File: src/rtl/ahb_lite_copy_master_if.sv
// AHB-Lite bus bundle between the copy master and its slave(s).
interface ahb_lite_copy_master_if;
  logic [31:0] HADDR;
  logic [1:0]  HTRANS;
  logic        HWRITE;
  logic [2:0]  HSIZE;
  logic [2:0]  HBURST;
  logic [3:0]  HPROT;
  logic        HMASTLOCK;
  logic [31:0] HWDATA;
  logic [31:0] HRDATA;
  logic        HREADY;
  logic        HRESP;

  modport master (
    output HADDR, HTRANS, HWRITE, HSIZE, HBURST, HPROT, HMASTLOCK, HWDATA,
    input  HRDATA, HREADY, HRESP
  );

  modport slave (
    input  HADDR, HTRANS, HWRITE, HSIZE, HBURST, HPROT, HMASTLOCK, HWDATA,
    output HRDATA, HREADY, HRESP
  );
endinterface

File: src/rtl/ahb_lite_copy_master.sv
// Single-channel AHB-Lite word copy engine: one non-pipelined read then one
// write per word, stops on completion or on the first error response.
module ahb_lite_copy_master #(
  parameter int CNT_W          = 16,
  parameter bit ADDR_ALIGN_CHK = 1'b1
) (
  input  logic             HCLK,
  input  logic             HRESETn,
  input  logic             start,
  input  logic [31:0]      src_addr,
  input  logic [31:0]      dst_addr,
  input  logic [CNT_W-1:0] word_count,
  output logic             busy,
  output logic             done,
  output logic             error,
  ahb_lite_copy_master_if.master bus
);

  typedef enum logic [2:0] {
    S_IDLE, S_RD_ADDR, S_RD_DATA, S_WR_ADDR, S_WR_DATA, S_FIN
  } state_t;

  localparam logic [1:0] TR_IDLE   = 2'b00;
  localparam logic [1:0] TR_NONSEQ = 2'b10;

  state_t           state, state_nxt;
  logic [31:0]      src_ptr, dst_ptr, data_buf;
  logic [CNT_W-1:0] remaining;
  logic             err_q;

  function automatic logic [31:0] align(input logic [31:0] a);
    return ADDR_ALIGN_CHK ? {a[31:2], 2'b00} : a;
  endfunction

  always_ff @(posedge HCLK) begin
    if (!HRESETn) state <= S_IDLE;
    else          state <= state_nxt;
  end

  // An error response is acted on in its first cycle (HREADY still low);
  // the cancel is legal because HTRANS is already IDLE in data phases.
  always_comb begin
    state_nxt = state;
    case (state)
      S_IDLE:    if (start) state_nxt = (word_count != '0) ? S_RD_ADDR : S_FIN;
      S_RD_ADDR: if (bus.HREADY) state_nxt = S_RD_DATA;
      S_RD_DATA: if (bus.HRESP) state_nxt = S_FIN;
                 else if (bus.HREADY) state_nxt = S_WR_ADDR;
      S_WR_ADDR: if (bus.HREADY) state_nxt = S_WR_DATA;
      S_WR_DATA: if (bus.HRESP) state_nxt = S_FIN;
                 else if (bus.HREADY)
                   state_nxt = (remaining == CNT_W'(1)) ? S_FIN : S_RD_ADDR;
      S_FIN:     state_nxt = S_IDLE;
      default:   state_nxt = S_IDLE;
    endcase
  end

  always_ff @(posedge HCLK) begin
    if (!HRESETn) begin
      src_ptr   <= '0;
      dst_ptr   <= '0;
      remaining <= '0;
      data_buf  <= '0;
      err_q     <= 1'b0;
    end else begin
      case (state)
        S_IDLE: if (start) begin
          err_q <= 1'b0;
          if (word_count != '0) begin
            src_ptr   <= align(src_addr);
            dst_ptr   <= align(dst_addr);
            remaining <= word_count;
          end
        end
        S_RD_DATA: begin
          if (bus.HRESP)       err_q    <= 1'b1;
          else if (bus.HREADY) data_buf <= bus.HRDATA;
        end
        S_WR_DATA: begin
          if (bus.HRESP) err_q <= 1'b1;
          else if (bus.HREADY) begin
            src_ptr   <= src_ptr + 32'd4;
            dst_ptr   <= dst_ptr + 32'd4;
            remaining <= remaining - CNT_W'(1);
          end
        end
        default: ;
      endcase
    end
  end

  always_comb begin
    bus.HTRANS = TR_IDLE;
    bus.HWRITE = 1'b0;
    bus.HADDR  = src_ptr;
    busy       = 1'b0;
    done       = 1'b0;
    case (state)
      S_RD_ADDR: begin
        bus.HTRANS = TR_NONSEQ;
        busy       = 1'b1;
      end
      S_RD_DATA: busy = 1'b1;
      S_WR_ADDR: begin
        bus.HTRANS = TR_NONSEQ;
        bus.HWRITE = 1'b1;
        bus.HADDR  = dst_ptr;
        busy       = 1'b1;
      end
      S_WR_DATA: begin
        bus.HADDR = dst_ptr;
        busy      = 1'b1;
      end
      S_FIN:   done = 1'b1;
      default: ;
    endcase
  end

  // data_buf only changes in RD_DATA, so HWDATA is stable across write waits.
  assign bus.HWDATA    = data_buf;
  assign bus.HSIZE     = 3'b010;
  assign bus.HBURST    = 3'b000;
  assign bus.HPROT     = 4'b0011;
  assign bus.HMASTLOCK = 1'b0;
  assign error         = err_q;

endmodule
File: src/flat_wrapper.sv
// flat-port wrapper written by rule: the top's interface ports become plain ports
module ahb_lite_copy_master_flat 
#(
  parameter int CNT_W          = 16,
  parameter bit ADDR_ALIGN_CHK = 1'b1
)
  (HCLK, HRESETn, start, src_addr, dst_addr, word_count, busy, done, error, bus_HADDR, bus_HTRANS, bus_HWRITE, bus_HSIZE, bus_HBURST, bus_HPROT, bus_HMASTLOCK, bus_HWDATA, bus_HRDATA, bus_HREADY, bus_HRESP);
  ahb_lite_copy_master_if bus_i ();
  input  logic HCLK;
  input  logic HRESETn;
  input  logic start;
  input  logic [31:0] src_addr;
  input  logic [31:0] dst_addr;
  input  logic [CNT_W-1:0] word_count;
  output logic busy;
  output logic done;
  output logic error;
  output wire logic [$bits(bus_i.HADDR)-1:0] bus_HADDR;
  output wire logic [$bits(bus_i.HTRANS)-1:0] bus_HTRANS;
  output wire logic [$bits(bus_i.HWRITE)-1:0] bus_HWRITE;
  output wire logic [$bits(bus_i.HSIZE)-1:0] bus_HSIZE;
  output wire logic [$bits(bus_i.HBURST)-1:0] bus_HBURST;
  output wire logic [$bits(bus_i.HPROT)-1:0] bus_HPROT;
  output wire logic [$bits(bus_i.HMASTLOCK)-1:0] bus_HMASTLOCK;
  output wire logic [$bits(bus_i.HWDATA)-1:0] bus_HWDATA;
  input wire logic [$bits(bus_i.HRDATA)-1:0] bus_HRDATA;
  input wire logic [$bits(bus_i.HREADY)-1:0] bus_HREADY;
  input wire logic [$bits(bus_i.HRESP)-1:0] bus_HRESP;
  assign bus_HADDR = bus_i.HADDR;
  assign bus_HTRANS = bus_i.HTRANS;
  assign bus_HWRITE = bus_i.HWRITE;
  assign bus_HSIZE = bus_i.HSIZE;
  assign bus_HBURST = bus_i.HBURST;
  assign bus_HPROT = bus_i.HPROT;
  assign bus_HMASTLOCK = bus_i.HMASTLOCK;
  assign bus_HWDATA = bus_i.HWDATA;
  assign bus_i.HRDATA = bus_HRDATA;
  assign bus_i.HREADY = bus_HREADY;
  assign bus_i.HRESP = bus_HRESP;
  ahb_lite_copy_master #(.CNT_W(CNT_W), .ADDR_ALIGN_CHK(ADDR_ALIGN_CHK)) u_core (.HCLK(HCLK), .HRESETn(HRESETn), .start(start), .src_addr(src_addr), .dst_addr(dst_addr), .word_count(word_count), .busy(busy), .done(done), .error(error), .bus(bus_i));
endmodule
File: config.mk
export PLATFORM = sky130hd
export DESIGN_NAME = ahb_lite_copy_master_flat
export DESIGN_NICKNAME = d
export VERILOG_FILES = /design/src/rtl/ahb_lite_copy_master_if.sv /design/src/rtl/ahb_lite_copy_master.sv /design/src/flat_wrapper.sv
export SDC_FILE = /design/constraint.sdc
export NUM_CORES = 1
export LEC_CHECK = 0
export BUFFER_PORTS_ARGS = -buffer_cell sky130_fd_sc_hd__buf_2
export CORE_MARGIN = 3
export CORE_UTILIZATION = 52
export DETAILED_ROUTE_END_ITERATION = 10
export GPL_TIMING_DRIVEN = 1
export HOLD_SLACK_MARGIN = 0.03
export PLACE_DENSITY = 0.88
export SYNTH_ARGS = -nofsm -noshare
export SYNTH_HDL_FRONTEND = slang
export SYNTH_SLANG_ARGS = --single-unit
File: constraint.sdc
create_clock -name HCLK -period 2.83 [get_ports HCLK]
set_clock_uncertainty 0.2 [all_clocks]
set_input_delay 0.283 -clock HCLK [delete_from_list [all_inputs] [get_ports HCLK]]
set_output_delay 0.283 -clock HCLK [all_outputs]
set_load 0.01 [all_outputs]
Yosys cells after proc, flatten, opt, wreduce, memory -nomap -nowiden --
Index checks and enable logic that the tools add are counted. W data, S select, Z words.
Word-level totals: register bits after elaboration 116, input port bits 117, output and inout port bits 81, logic and storage cells 70
Cells by class: reductions and logical operators 12, equal/unequal tests 15, muxes and demuxes 33, bitwise gates (word level) 1, add/subtract/negate cells 3
Operators with widths (number):
- $mux W32 | 9
- $pmux W32 S2 | 2
- $add A32 B3 Y32 const B | 2
- $mux W16 | 4
- $pmux W16 S2 | 1
- $mux W3 | 9
- $eq A16 B1 Y1 const B | 1
- $reduce_bool A16 Y1 | 1
- $sub A16 B1 Y16 const B | 1
- $pmux W3 S5 | 1
- $ne A2 B2 Y1 const B | 5
- $reduce_and A5 Y1 | 2
- $eq A3 B2 Y1 const B | 2
- $eq A3 B3 Y1 const B | 2
- $ne A3 B3 Y1 const B | 2
- $reduce_and A3 Y1 | 2
- $reduce_or A2 Y1 | 3
- $mux W1 | 5
- $ne A2 B1 Y1 const B | 2
- $reduce_bool A2 Y1 | 2
- $reduce_or A4 Y1 | 1
- $eq A3 B1 Y1 const B | 1
- $logic_not A3 Y1 | 1
- $mux W2 | 1
- other kinds (2) | 2

Depth between registers and ports, before layout --
Gate-level depths: netlist of run 1.
depth in word-level cells 5, mapped depth 8, gate-level depth less buffers 7

Least setup slack after synthesis of run 1 --
OpenSTA, ideal clock, no wires.
kind flip-flop to output port, start register u_core.state[0], end output port bus_HADDR[10], slack 0.672 ns, stages on the path, launching flop included 7, path buffers 2, arrival 1.675 ns, required time 2.347 ns, cells stage by stage dfxtp_1 > nor2b_1 > and2_1 > or2_2 > clkbuf_1 > buf_2 > mux2_2
Between the ends: longest elaborated chain between the ends 3, elaborated cells on any way between the ends 4, those cells by class eq/ne: 2; mux: 1; reduce/logical: 1
RTL lines:
- start, declared | RTL line ahb_lite_copy_master.sv:26 | state_t state, state_nxt;
- start signal, assigned | RTL line ahb_lite_copy_master.sv:37 | else state <= state_nxt;
- $eq A3 B2 Y1 / $eq A3 B3 Y1 (equally long branches) | RTL line ahb_lite_copy_master.sv:98 | case (state)
- $reduce_or A2 Y1 (no source line) (*)
- $mux W32 (*) | RTL line ahb_lite_copy_master.sv:98
- end, declared | RTL line flat_wrapper.sv:18 | output wire logic [$bits(bus_i.HADDR)-1:0] bus_HADDR;
Mark *: on every way between the ends. The rest lies on a longest branch, timed or not.

Worst setup path after layout of run 1 --
start register u_core.state[2], end output port bus_HADDR[8]
The elaborated chain is that of the path after synthesis.

==> reports/summary.txt, run 1 <==
Worst path top cell family by delay = simple AND/OR/NAND/NOR gates
GR Overflow Total = 0
Final Hold Vio Count = 0
Placer Congestion = 0.8477
Crit Path Max Fanout = 32
crit end category = primary output
Yosys top cell area share = 33.19%
vias in the first global route = 7422
crit start category = flop
leakage = 3.579 nW
Antenna Cells = 0
Core Area = 12670 um2
TritonCTS clock tree = built
Max-Slew Margin vs Limit = 53.16%
post-layout minimum cycle time = 2.598 ns
Detailed Route WL = 22.06 mm
drt drc = 0
initial antenna violation count = 0
worst vdd ir = 0.4029 mV
Layout fillers = 999
Setup TNS = 0 ns
number of flops mapped to enable cells by yosys = 0
drt first pass iters = 5
Die ar. = 14390 um2
power consumption = 4.379 mW
fmax = 0.3849 GHz
WP buf/inv = 2
max_cap viols = 0
cell area after layout = 8491 um2
die width = 120.0 um
sequential area share after synthesis = 33.19%
Clk Latency, worst-skew pair = 0.37 ns
critical path's largest stage delay = 0.50 ns
biggest area consumer among synthesized cells = dfxtp_1
# IOs = 198
status = completed
Synth cell types = 70
CTS Root Cell = clkbuf_16
Final #Nets = 1210
Placed Area = 7775 um2
Worst Path Class, Setup = reg -> out
Syn Area/Cell = 7.489 um2
CP max-delay cell = dfxtp_2
critical path required time = 2.35 ns
hpwl dp = 13.90 mm
clock sink total = 112
worst slew pin tran = 0.7015 ns
most frequent cell after synthesis = nand2_1
Final ANT Viol Nets = 0
PwrDens = 515.8 nW/um2
cell breakdown of the critical path = nor3b_2, or2_2, buf_12, mux2_2, buf_2
FP Rows = 41
flops & latches, synth = 112
Avg WL per Cell = 17.42 um
final setup violation count = 0
top cells by count, synth = 150 x nand2_1, 118 x a21oi_1, 112 x dfxtp_1
min-delay worst type = in -> reg
first-pass GRT wire length = 36.29 mm
max-slew violations = 0
worst path arrival time = 2.12 ns
top_reg_cell synth = dfxtp_1
area grow syn2layout = 25.69%
initial core utilization = 53.31%
H-Tree Depth = 3
largest net degree at the start of global routing = 85
clk buf depth = 2
share of cells above drive strength 1 = 25.41%
period utilization = 91.81%
setup bufs post-CTS = 0
Synth area leaders = dfxtp_1 33%, a21oi_1 8.7%, nand2_1 8.3%
GRT Total Usage = 30.51%
CTS clk-pin slew, worst paths = 0.08 ns
mapped cell area = 6755 um2
synth warn = 0
Synth Instances = 902
Vias = 7765
Via-to-Cell Ratio = 6.133
RSZ-0062 raised after global routing = no
initial detailed-routing violation count = 1051
Die H = 120.0 um
PortBufs = 179
CTS Buf Count = 9
Post-synth ARST share = 0%
path summary, 6_finish.rpt:
kind                                            end                         startpoint  cells past startpoint  slack (ns)
hold / removal       u_core.dst_ptr[6]$_SDFFE_PN0P_                        dst_addr[6]                      3        0.05
setup / recovery                       bus_HADDR[8]       u_core.state[2]$_SDFFE_PN0P_                      5        0.23
hold reg to reg   u_core.bus.HWDATA[7]$_SDFFE_PN0P_  u_core.bus.HWDATA[7]$_SDFFE_PN0P_                      2        0.26
setup reg to reg    u_core.dst_ptr[28]$_SDFFE_PN0P_     u_core.dst_ptr[2]$_SDFFE_PN0P_                      6        0.35
logic make-up (layout without fill, tap and decap cells):
kind of cell             count (synthesis)  after routing  share of synthesized area (%)
XOR/XNOR                                 1              1                         0.1297
adder cells (fa/ha/maj)                  4              4                         0.7409
other                                    2             14                         0.1112
AO/OA/AOI/OAI                          289            289                          27.21
AND/OR/NAND/NOR                        371            371                          26.78
multiplexers                            29             29                          4.816
buffers and inverters                   94            274                          7.020
flip-flops                             112            112                          33.19
through the flow:
step                utilization [%]  setup WS, ns  cells  hold slack (ns)
floorplan                         -        0.6717    914           0.2190
global placement              61.36        0.2830   1208           0.2379
detailed placement            61.36        0.3021   1208           0.2432
CTS                           66.99       0.03931   1266          0.04193
global route                  67.01        0.1205   1266          0.05169
finish                        67.01        0.2318   1266          0.04867
where the power goes:
group / total (mW) / internal [mW] / switching [mW] / leakage, nW
clock: 1.31 / 0.628 / 0.683 / 0.143
sequential: 1.93 / 1.73 / 0.204 / 0.917
combinational: 1.14 / 0.520 / 0.620 / 2.52
area by class of cell:
type / count / area [um2] / share of cell area (%)
inverter: 9 / 33.78 / 0.3979
tap: 172 / 215.2 / 2.535
sequential: 112 / 2245 / 26.44
timing repair buffer: 249 / 1602 / 18.86
clock inverter: 7 / 67.56 / 0.7958
clock buffer: 9 / 225.2 / 2.653
multi-input combinational: 708 / 4103 / 48.32
worst reg2reg max path: stages (launching register included):
cell and delay [ns]:
dfxtp_1 0.45, ha_1 0.27, nand4_2 0.20, nor4_2 0.67, nand3_1 0.20, o31a_1 0.26, o22ai_1 0.15
metal layers:
metal	track usage, %	up-vias	share of wire, %
met5	0	-	0
met4	13.31	0	3.5
met3	6.739	67	9.3
met2	51.00	453	48
met1	37.71	3622	40
li1	-	3623	-
placed cells by master, fill, tap and decap left out, drive strengths merged, types with 5 or more instances in the layout:
cell type | synthesis | routed
inv | 9 | 15
buf | 46 | 207
nor4 | 11 | 11
nand4 | 20 | 20
o221a | 14 | 14
a41oi | 5 | 5
a21oi | 118 | 118
o31a | 10 | 10
and3 | 13 | 13
nor2 | 76 | 76
a211oi | 5 | 5
o211ai | 7 | 7
o21ai | 55 | 55
nand2 | 151 | 151
a22o | 7 | 7
or3 | 5 | 5
nor3 | 20 | 20
o21a | 5 | 5
a21o | 9 | 9
a31oi | 15 | 15
conb | 2 | 14
dfxtp | 112 | 112
mux2 | 28 | 28
clkbuf | 39 | 9
o22ai | 14 | 14
nand3 | 36 | 36
or2 | 8 | 8
and2 | 11 | 11
dlygate4sd3 | 0 | 42
flip-flops by register name, summed over array words and instances (netlist names):
signal,count
u_core.dst_ptr,30
u_core.error,1
u_core.bus.HWDATA,32
u_core.src_ptr,30
u_core.state,3
u_core.remaining,16
what timing repair did:
action	CTS	global route
hold buffers	42	0
endpoints found under the setup margin	0	28
endpoints found under the hold margin	42	0
gates resized for setup	0	2
No activity file was read; power rests on OpenSTA's default activity.
==> inputs of run 2 (changes only) <==
- REMOVE_ABC_BUFFERS: default -> 1
==> run 2 against run 1 <==
Maximum frequency is 0.83% lower. Combinational power hardly changed. First-iteration DRC count is 22% lower. Final cell count is 0.47% lower. Sequential cell count stayed put. Wire length is 6.2% lower. Critical path depth is 1 lower. Hold slack worse by 0.0052 ns. Clock power is 8% higher. Die area stayed put. Non-clock buffer count is 8 lower.
==> reports/summary.txt, run 2 (synthesis gave the netlist of run 1 again) <==
Placer Congestion = 0.9051 (was 0.8477)
Clk Latency, worst-skew pair = 0.36 ns (was 0.37 ns)
most common cell after layout, fill and taps aside = buf_2 (unchanged)
R2R Path Start = u_core.src_ptr[3]$_SDFFE_PN0P_ (was u_core.dst_ptr[2]$_SDFFE_PN0P_)
HP Start = dst_addr[6] (unchanged)
fmax = 0.3817 GHz (was 0.3849 GHz)
max FFs per register = 32 (unchanged)
Final #Nets = 1202 (was 1210)
PortBufs = 179 (unchanged)
largest net degree at the start of global routing = 97 (was 85)
crit end category = primary output (unchanged)
initial detailed-routing violation count = 823 (was 1051)
Final Non-Filler Cells = 1260 (was 1266)
Final ANT Viol Nets = 0 (unchanged)
share of cells above drive strength 1 = 24.86% (was 25.41%)
max-slew violations = 0 (unchanged)
hpwl dp = 13.54 mm (was 13.90 mm)
GRT Total Usage = 27.61% (was 30.51%)
first-pass GRT wire length = 32.85 mm (was 36.29 mm)
crit start category = flop (unchanged)
H-Tree Depth = 3 (unchanged)
initial antenna violation count = 3 (was 0)
post-layout minimum cycle time = 2.620 ns (was 2.598 ns)
Setup TNS = 0 ns (unchanged)
critical path's largest stage delay = 0.58 ns (was 0.50 ns)
Sequential Power Share = 43.1% (was 44.1%)
Avg WL per Cell = 16.43 um (was 17.42 um)
min-delay worst type = in -> reg (unchanged)
# IOs = 198 (unchanged)
final setup violation count = 0 (unchanged)
Worst R2R End = u_core.src_ptr[28]$_SDFFE_PN0P_ (was u_core.dst_ptr[28]$_SDFFE_PN0P_)
FP Rows = 41 (unchanged)
worst slack at placement = 0.3463 ns (was 0.3021 ns)
Via-to-Cell Ratio = 5.971 (was 6.133)
area of the multi-input gates = 4106 um2 (was 4103 um2)
final worst slack = 0.2100 ns (was 0.2318 ns)
worst vdd ir = 0.4275 mV (was 0.4029 mV)
Final Hold Vio Count = 0 (unchanged)
FF-to-FF path depth = 6 (unchanged)
Die H = 120.0 um (unchanged)
max_cap viols = 0 (unchanged)
placed insts = 1201 (was 1208)
status = completed (unchanged)
CTS clk-pin slew, worst paths = 0.07 ns (was 0.08 ns)
Worst Path Class, Setup = reg -> out (unchanged)
vias in the first global route = 6630 (was 7422)
most frequent cells in the layout = 179 x buf_2, 150 x nand2_1, 118 x a21oi_1 (unchanged)
drt drc = 0 (unchanged)
internal power = 3.045 mW (was 2.873 mW)
worst path arrival time = 2.14 ns (was 2.12 ns)
critical path required time = 2.35 ns (about the same)
combinational share of power = 24.9% (was 26.0%)
Layout fillers = 1058 (was 999)
worst slew pin tran = 0.8425 ns (was 0.7015 ns)
CTS Root Cell = clkbuf_16 (unchanged)
initial core utilization = 53.31% (unchanged)
WHS Path Cells = 3 (unchanged)
leakage = 3.554 nW (was 3.579 nW)
clk buf depth = 2 (unchanged)
PwrDens = 528.4 nW/um2 (was 515.8 nW/um2)
Sw Pwr = 1.405 mW (was 1.506 mW)
CP max-delay cell = dfxtp_1 (was dfxtp_2)
RSZ-0062 raised after global routing = no (unchanged)
period utilization = 92.58% (was 91.81%)
switching share of power = 31.58% (was 34.39%)
cell breakdown of the critical path = and2_1, or2_4, mux2_2, buf_2 (was nor3b_2, or2_2, buf_12, mux2_2, buf_2)
Vias = 7523 (was 7765)
clock sink total = 112 (unchanged)
R2R Setup Slk = 0.29 ns (was 0.35 ns)
GR Overflow Total = 0 (unchanged)
post-layout util = 66.48% (was 67.01%)
Die ar. = 14390 um2 (unchanged)
Detailed Route WL = 20.70 mm (was 22.06 mm)
Max-Slew Margin vs Limit = 43.84% (was 53.16%)
TritonCTS clock tree = built (unchanged)
Crit Path Max Fanout = 32 (unchanged)
CTS Buf Count = 9 (unchanged)
Core Area = 12670 um2 (unchanged)
die width = 120.0 um (unchanged)
Clk pwr share = 32.0% (was 29.9%)
FF/Latch Area = 2242 um2 (was 2245 um2)
area grow syn2layout = 24.69% (was 25.69%)
Worst Hold Path EP = u_core.dst_ptr[6]$_SDFFE_PN0P_ (unchanged)
power consumption = 4.450 mW (was 4.379 mW)
drt first pass iters = 5 (unchanged)
-- run 2: cell types whose count changed in the layout (fill, tap and decap cells not counted), moves of 3 or more --
cell	previous run	this run
buf_4	22	19
buf_12	6	2
inv_6	3	0
inv_8	3	0
-- run 2: routing by layer --
metal  track usage [%]  vias to the layer above  wire (um)
met1             36.94                     3463       8436
met3             4.336                       57       1589
met2             44.08                      392       9950
li1                  -                     3609          -
met4             12.17                        2        716
met5                 0                        -          8
-- run 2: worst max-delay path by stage --
stage,slack [ns],endpoint,start,depth (start not counted)
2_1_floorplan,-3.84,bus_HADDR[10],u_core.state[2]$_SDFFE_PN0P_,3
3_3_place_gp,0.38,u_core.src_ptr[28]$_SDFFE_PN0P_,u_core.src_ptr[2]$_SDFFE_PN0P_,6
3_5_place_dp,0.35,u_core.src_ptr[22]$_SDFFE_PN0P_,u_core.src_ptr[2]$_SDFFE_PN0P_,6
4_1_cts,0.21,bus_HADDR[16],u_core.state[1]$_SDFFE_PN0P_,4
5_1_grt,0.11,bus_HADDR[15],u_core.state[1]$_SDFFE_PN0P_,4
6_report,0.21,bus_HADDR[16],u_core.state[1]$_SDFFE_PN0P_,4
-- run 2: final cells by class --
class                   instances  share of cell area [%]
multi-input cells             708                   48.75
flip-flops and latches        112                   26.62
repair buffers                241                   17.68
clock buffers                  11                   3.001
well taps                     172                   2.555
clock inverters                 5                  0.9358
inverters                       9                  0.4011
diodes                          2                 0.05942
-- run 2: power by group through the flow --
stage	logic [mW]	clock network (mW)	registers, mW
floorplan	0.679	0	1.90
global placement	1.03	0	1.93
detailed placement	1.04	0	1.94
CTS	1.09	1.43	1.91
global route	1.22	1.49	1.94
finish	1.11	1.42	1.92
-- run 2: metrics by stage --
stage | instance area, um2 | hold slack (ns)
4_1_cts | 8418 | 0.03881
6_report | 8423 | 0.04350
2_1_floorplan | 6360 | 0.2006
3_3_place_gp | 7674 | 0.2386
5_1_grt | 8423 | 0.05062
3_5_place_dp | 7674 | 0.2437
-- run 2: repair_timing --
item / 4_1_cts / 5_1_grt
hold endpoints to repair: 41 / 0
setup endpoints to repair: 10 / 0
hold buffers: 41 / 0
buffers inserted: 0 / 0
resized for setup: 1 / 0
-- run 2: worst max-delay path: cells and delay by family, from the launching register on --
kind	cells	cell delay [ns]
AND/OR/NAND/NOR	2	0.63
flip-flops	1	0.58
multiplexers	1	0.41
buffers and inverters	1	0.14
==> inputs of run 3 (changes only) <==
- CORE_ASPECT_RATIO: default -> 0.75
- RECOVER_POWER: default -> 100
- clock period: 2.83 -> 2.43 ns (I/O delays scaled with it)
==> run 3 against run 2 <==
The flow now finishes with violations (setup timing). Largest cell class unchanged. Via count rose by 5.9%. Non-clock buffer count is 44 higher. Sequential cell count unchanged. Die area up 0.10%. Sequential power is 16% higher. Sequential share of layout area decreased by 1.8 points. Critical endpoint is now bus_HADDR[7].
==> reports/summary.txt, run 3 (synthesis gave the netlist of run 1 again) <==
FP Rows = 35 (was 41)
largest net degree at the start of global routing = 85 (was 97)
GRT Total Usage = 31.22% (was 27.61%)
Worst R2R End = u_core.src_ptr[28]$_SDFFE_PN0P_ (unchanged)
cell area after layout = 9065 um2 (was 8423 um2)
R2R Path Start = u_core.src_ptr[2]$_SDFFE_PN0P_ (was u_core.src_ptr[3]$_SDFFE_PN0P_)
Final ANT Viol Nets = 0 (unchanged)
CTS Root Cell = clkbuf_16 (unchanged)
PwrDens = 609.7 nW/um2 (was 528.4 nW/um2)
first-pass GRT wire length = 36.96 mm (was 32.85 mm)
RSZ-0062 raised after global routing = yes (was no)
initial detailed-routing violation count = 1008 (was 823)
Crit Path Max Fanout = 8 (was 32)
CTS clk-pin slew, worst paths = 0.08 ns (was 0.07 ns)
# IOs = 198 (unchanged)
drt drc = 0 (unchanged)
GR Overflow Total = 0 (unchanged)
final worst slack = -0.02932 ns (was 0.2100 ns)
period utilization = 101.2%
share of cells above drive strength 1 = 24.60% (was 24.86%)
PortBufs = 179 (unchanged)
worst slack at placement = 0.02009 ns (was 0.3463 ns)
Final Non-Filler Cells = 1296 (was 1260)
Die H = 104.7 um (was 120.0 um)
max-slew violations = 0 (unchanged)
Clk Latency, worst-skew pair = 0.35 ns (was 0.36 ns)
crit end category = primary output (unchanged)
Worst Hold Path EP = u_core.dst_ptr[6]$_SDFFE_PN0P_ (unchanged)
worst path arrival time = 2.02 ns (was 2.14 ns)
critical path required time = 1.99 ns (was 2.35 ns)
status = finished with violations (was completed)
max FFs per register = 32 (unchanged)
Placer Congestion = 0.9001 (was 0.9051)
hpwl dp = 14.61 mm (was 13.54 mm)
initial core utilization = 54.13% (was 53.31%)
crit start category = flop (unchanged)
H-Tree Depth = 3 (unchanged)
min-delay worst type = in -> reg (unchanged)
fmax = 0.4066 GHz
final setup violation count = 12 (was 0)
Die ar. = 14410 um2 (was 14390 um2)
Avg WL per Cell = 18.28 um (was 16.43 um)
violations in the final reports = setup timing
post-layout util = 72.63% (was 66.48%)
CTS Buf Count = 9 (unchanged)
Detailed Route WL = 23.70 mm (was 20.70 mm)
drt first pass iters = 6 (was 5)
vias in the first global route = 7589 (was 6630)
worst vdd ir = 0.3756 mV (was 0.4275 mV)
hold slack = 0.03478 ns (was 0.04350 ns)
Antenna Cells = 0 (was 2)
Core Area = 12480 um2 (was 12670 um2)
most common cell after layout, fill and taps aside = nand2_1 (was buf_2)
die width = 137.6 um (was 120.0 um)
WHS Path Cells = 3 (unchanged)
max_cap viols = 0 (unchanged)
most frequent cells in the layout = 150 x nand2_1, 125 x buf_2, 118 x a21oi_1 (was 179 x buf_2, 150 x nand2_1, 118 x a21oi_1)
Via-to-Cell Ratio = 6.149 (was 5.971)
HP Start = dst_addr[6] (unchanged)
clk buf depth = 2 (unchanged)
Placed Area = 7935 um2 (was 7674 um2)
leakage = 3.711 nW (was 3.554 nW)
Vias = 7969 (was 7523)
Worst Path Class, Setup = reg -> out (unchanged)
TritonCTS clock tree = built (unchanged)
Max-Slew Margin vs Limit = 56.23% (was 43.84%)
R2R Setup Slk = 0.13 ns (was 0.29 ns)
Final #Nets = 1246 (was 1202)
worst slew pin tran = 0.6566 ns (was 0.8425 ns)
Final Hold Vio Count = 0 (unchanged)
initial antenna violation count = 1 (was 3)
placed insts = 1221 (was 1201)
area grow syn2layout = 34.19% (was 24.69%)
FF-to-FF path depth = 7 (was 6)
clock sink total = 112 (unchanged)
post-layout minimum cycle time = 2.459 ns
run 3: cell types whose count changed in the layout (fill, tap and decap cells not counted), moves of 3 or more:
cell	previous run	this run
buf_12	2	8
buf_16	0	3
buf_2	179	125
buf_4	19	40
buf_6	0	20
clkbuf_1	0	38
dfxtp_1	112	109
dlygate4sd3_1	41	47
mux2_2	26	12
mux2_4	0	16
run 3: critical path, cell delays in order (launching register included):
cell	delay, ns
dfxtp_4	0.37
nor2b_4	0.13
and2_4	0.16
or2_4	0.28
buf_12	0.15
buf_16	0.15
mux2_4	0.31
buf_6	0.12
run 3: worst max path at each step:
stage / from / to / slack, ns / depth (start not counted)
floorplan: u_core.state[2]$_SDFFE_PN0P_ / bus_HADDR[10] / -4.20 / 3
global placement: word_count[11] / u_core.src_ptr[25]$_SDFFE_PN0P_ / 0.09 / 9
detailed placement: word_count[11] / u_core.dst_ptr[12]$_SDFFE_PN0P_ / 0.02 / 8
CTS: u_core.state[0]$_SDFFE_PN0P_ / bus_HADDR[15] / -0.04 / 6
global route: word_count[0] / u_core.src_ptr[25]$_SDFFE_PN0P_ / -0.07 / 10
finish: u_core.state[0]$_SDFFE_PN0P_ / bus_HADDR[7] / -0.03 / 7
run 3: timing repair:
item | 4_1_cts | 5_1_grt
pin swaps | 2 | 3
buffers inserted | 5 | 4
hold endpoints to repair | 47 | 0
hold buffers | 47 | 0
gates cloned | 3 | 1
setup endpoints to repair | 29 | 65
gates resized for setup | 29 | 24
run 3: metrics by stage:
step | setup TNS (ns) | power [mW]
finish | -0.2305 | 5.527
global route | -1.008 | 5.763
CTS | -0.3541 | 5.403
detailed placement | 0 | 3.579
global placement | 0 | 3.530
floorplan | -320.08 | 3.002
run 3: final cells by class:
cell class              count  area, um2
fillers                   956       3416
repair buffers            285       2049
well taps                 166      207.7
clock inverters             7      102.6
inverters                   9      33.78
flip-flops and latches    112       2251
multi-input cells         708       4195
clock buffers               9      225.2
run 3: power breakdown:
group          switching (mW)  internal (mW)  leakage [nW]
clock                   0.766          0.922         0.162
combinational           0.829          0.777          2.63
sequential              0.224           2.01         0.918
total                    1.82           3.71          3.71
run 3: metal layers:
metal	up-vias	track usage (%)	wire length, um
met5	-	0	7
met4	2	9.972	538
met3	63	8.181	2682
met2	532	49.13	10820
met1	3674	41.59	9644
li1	3698	-	-
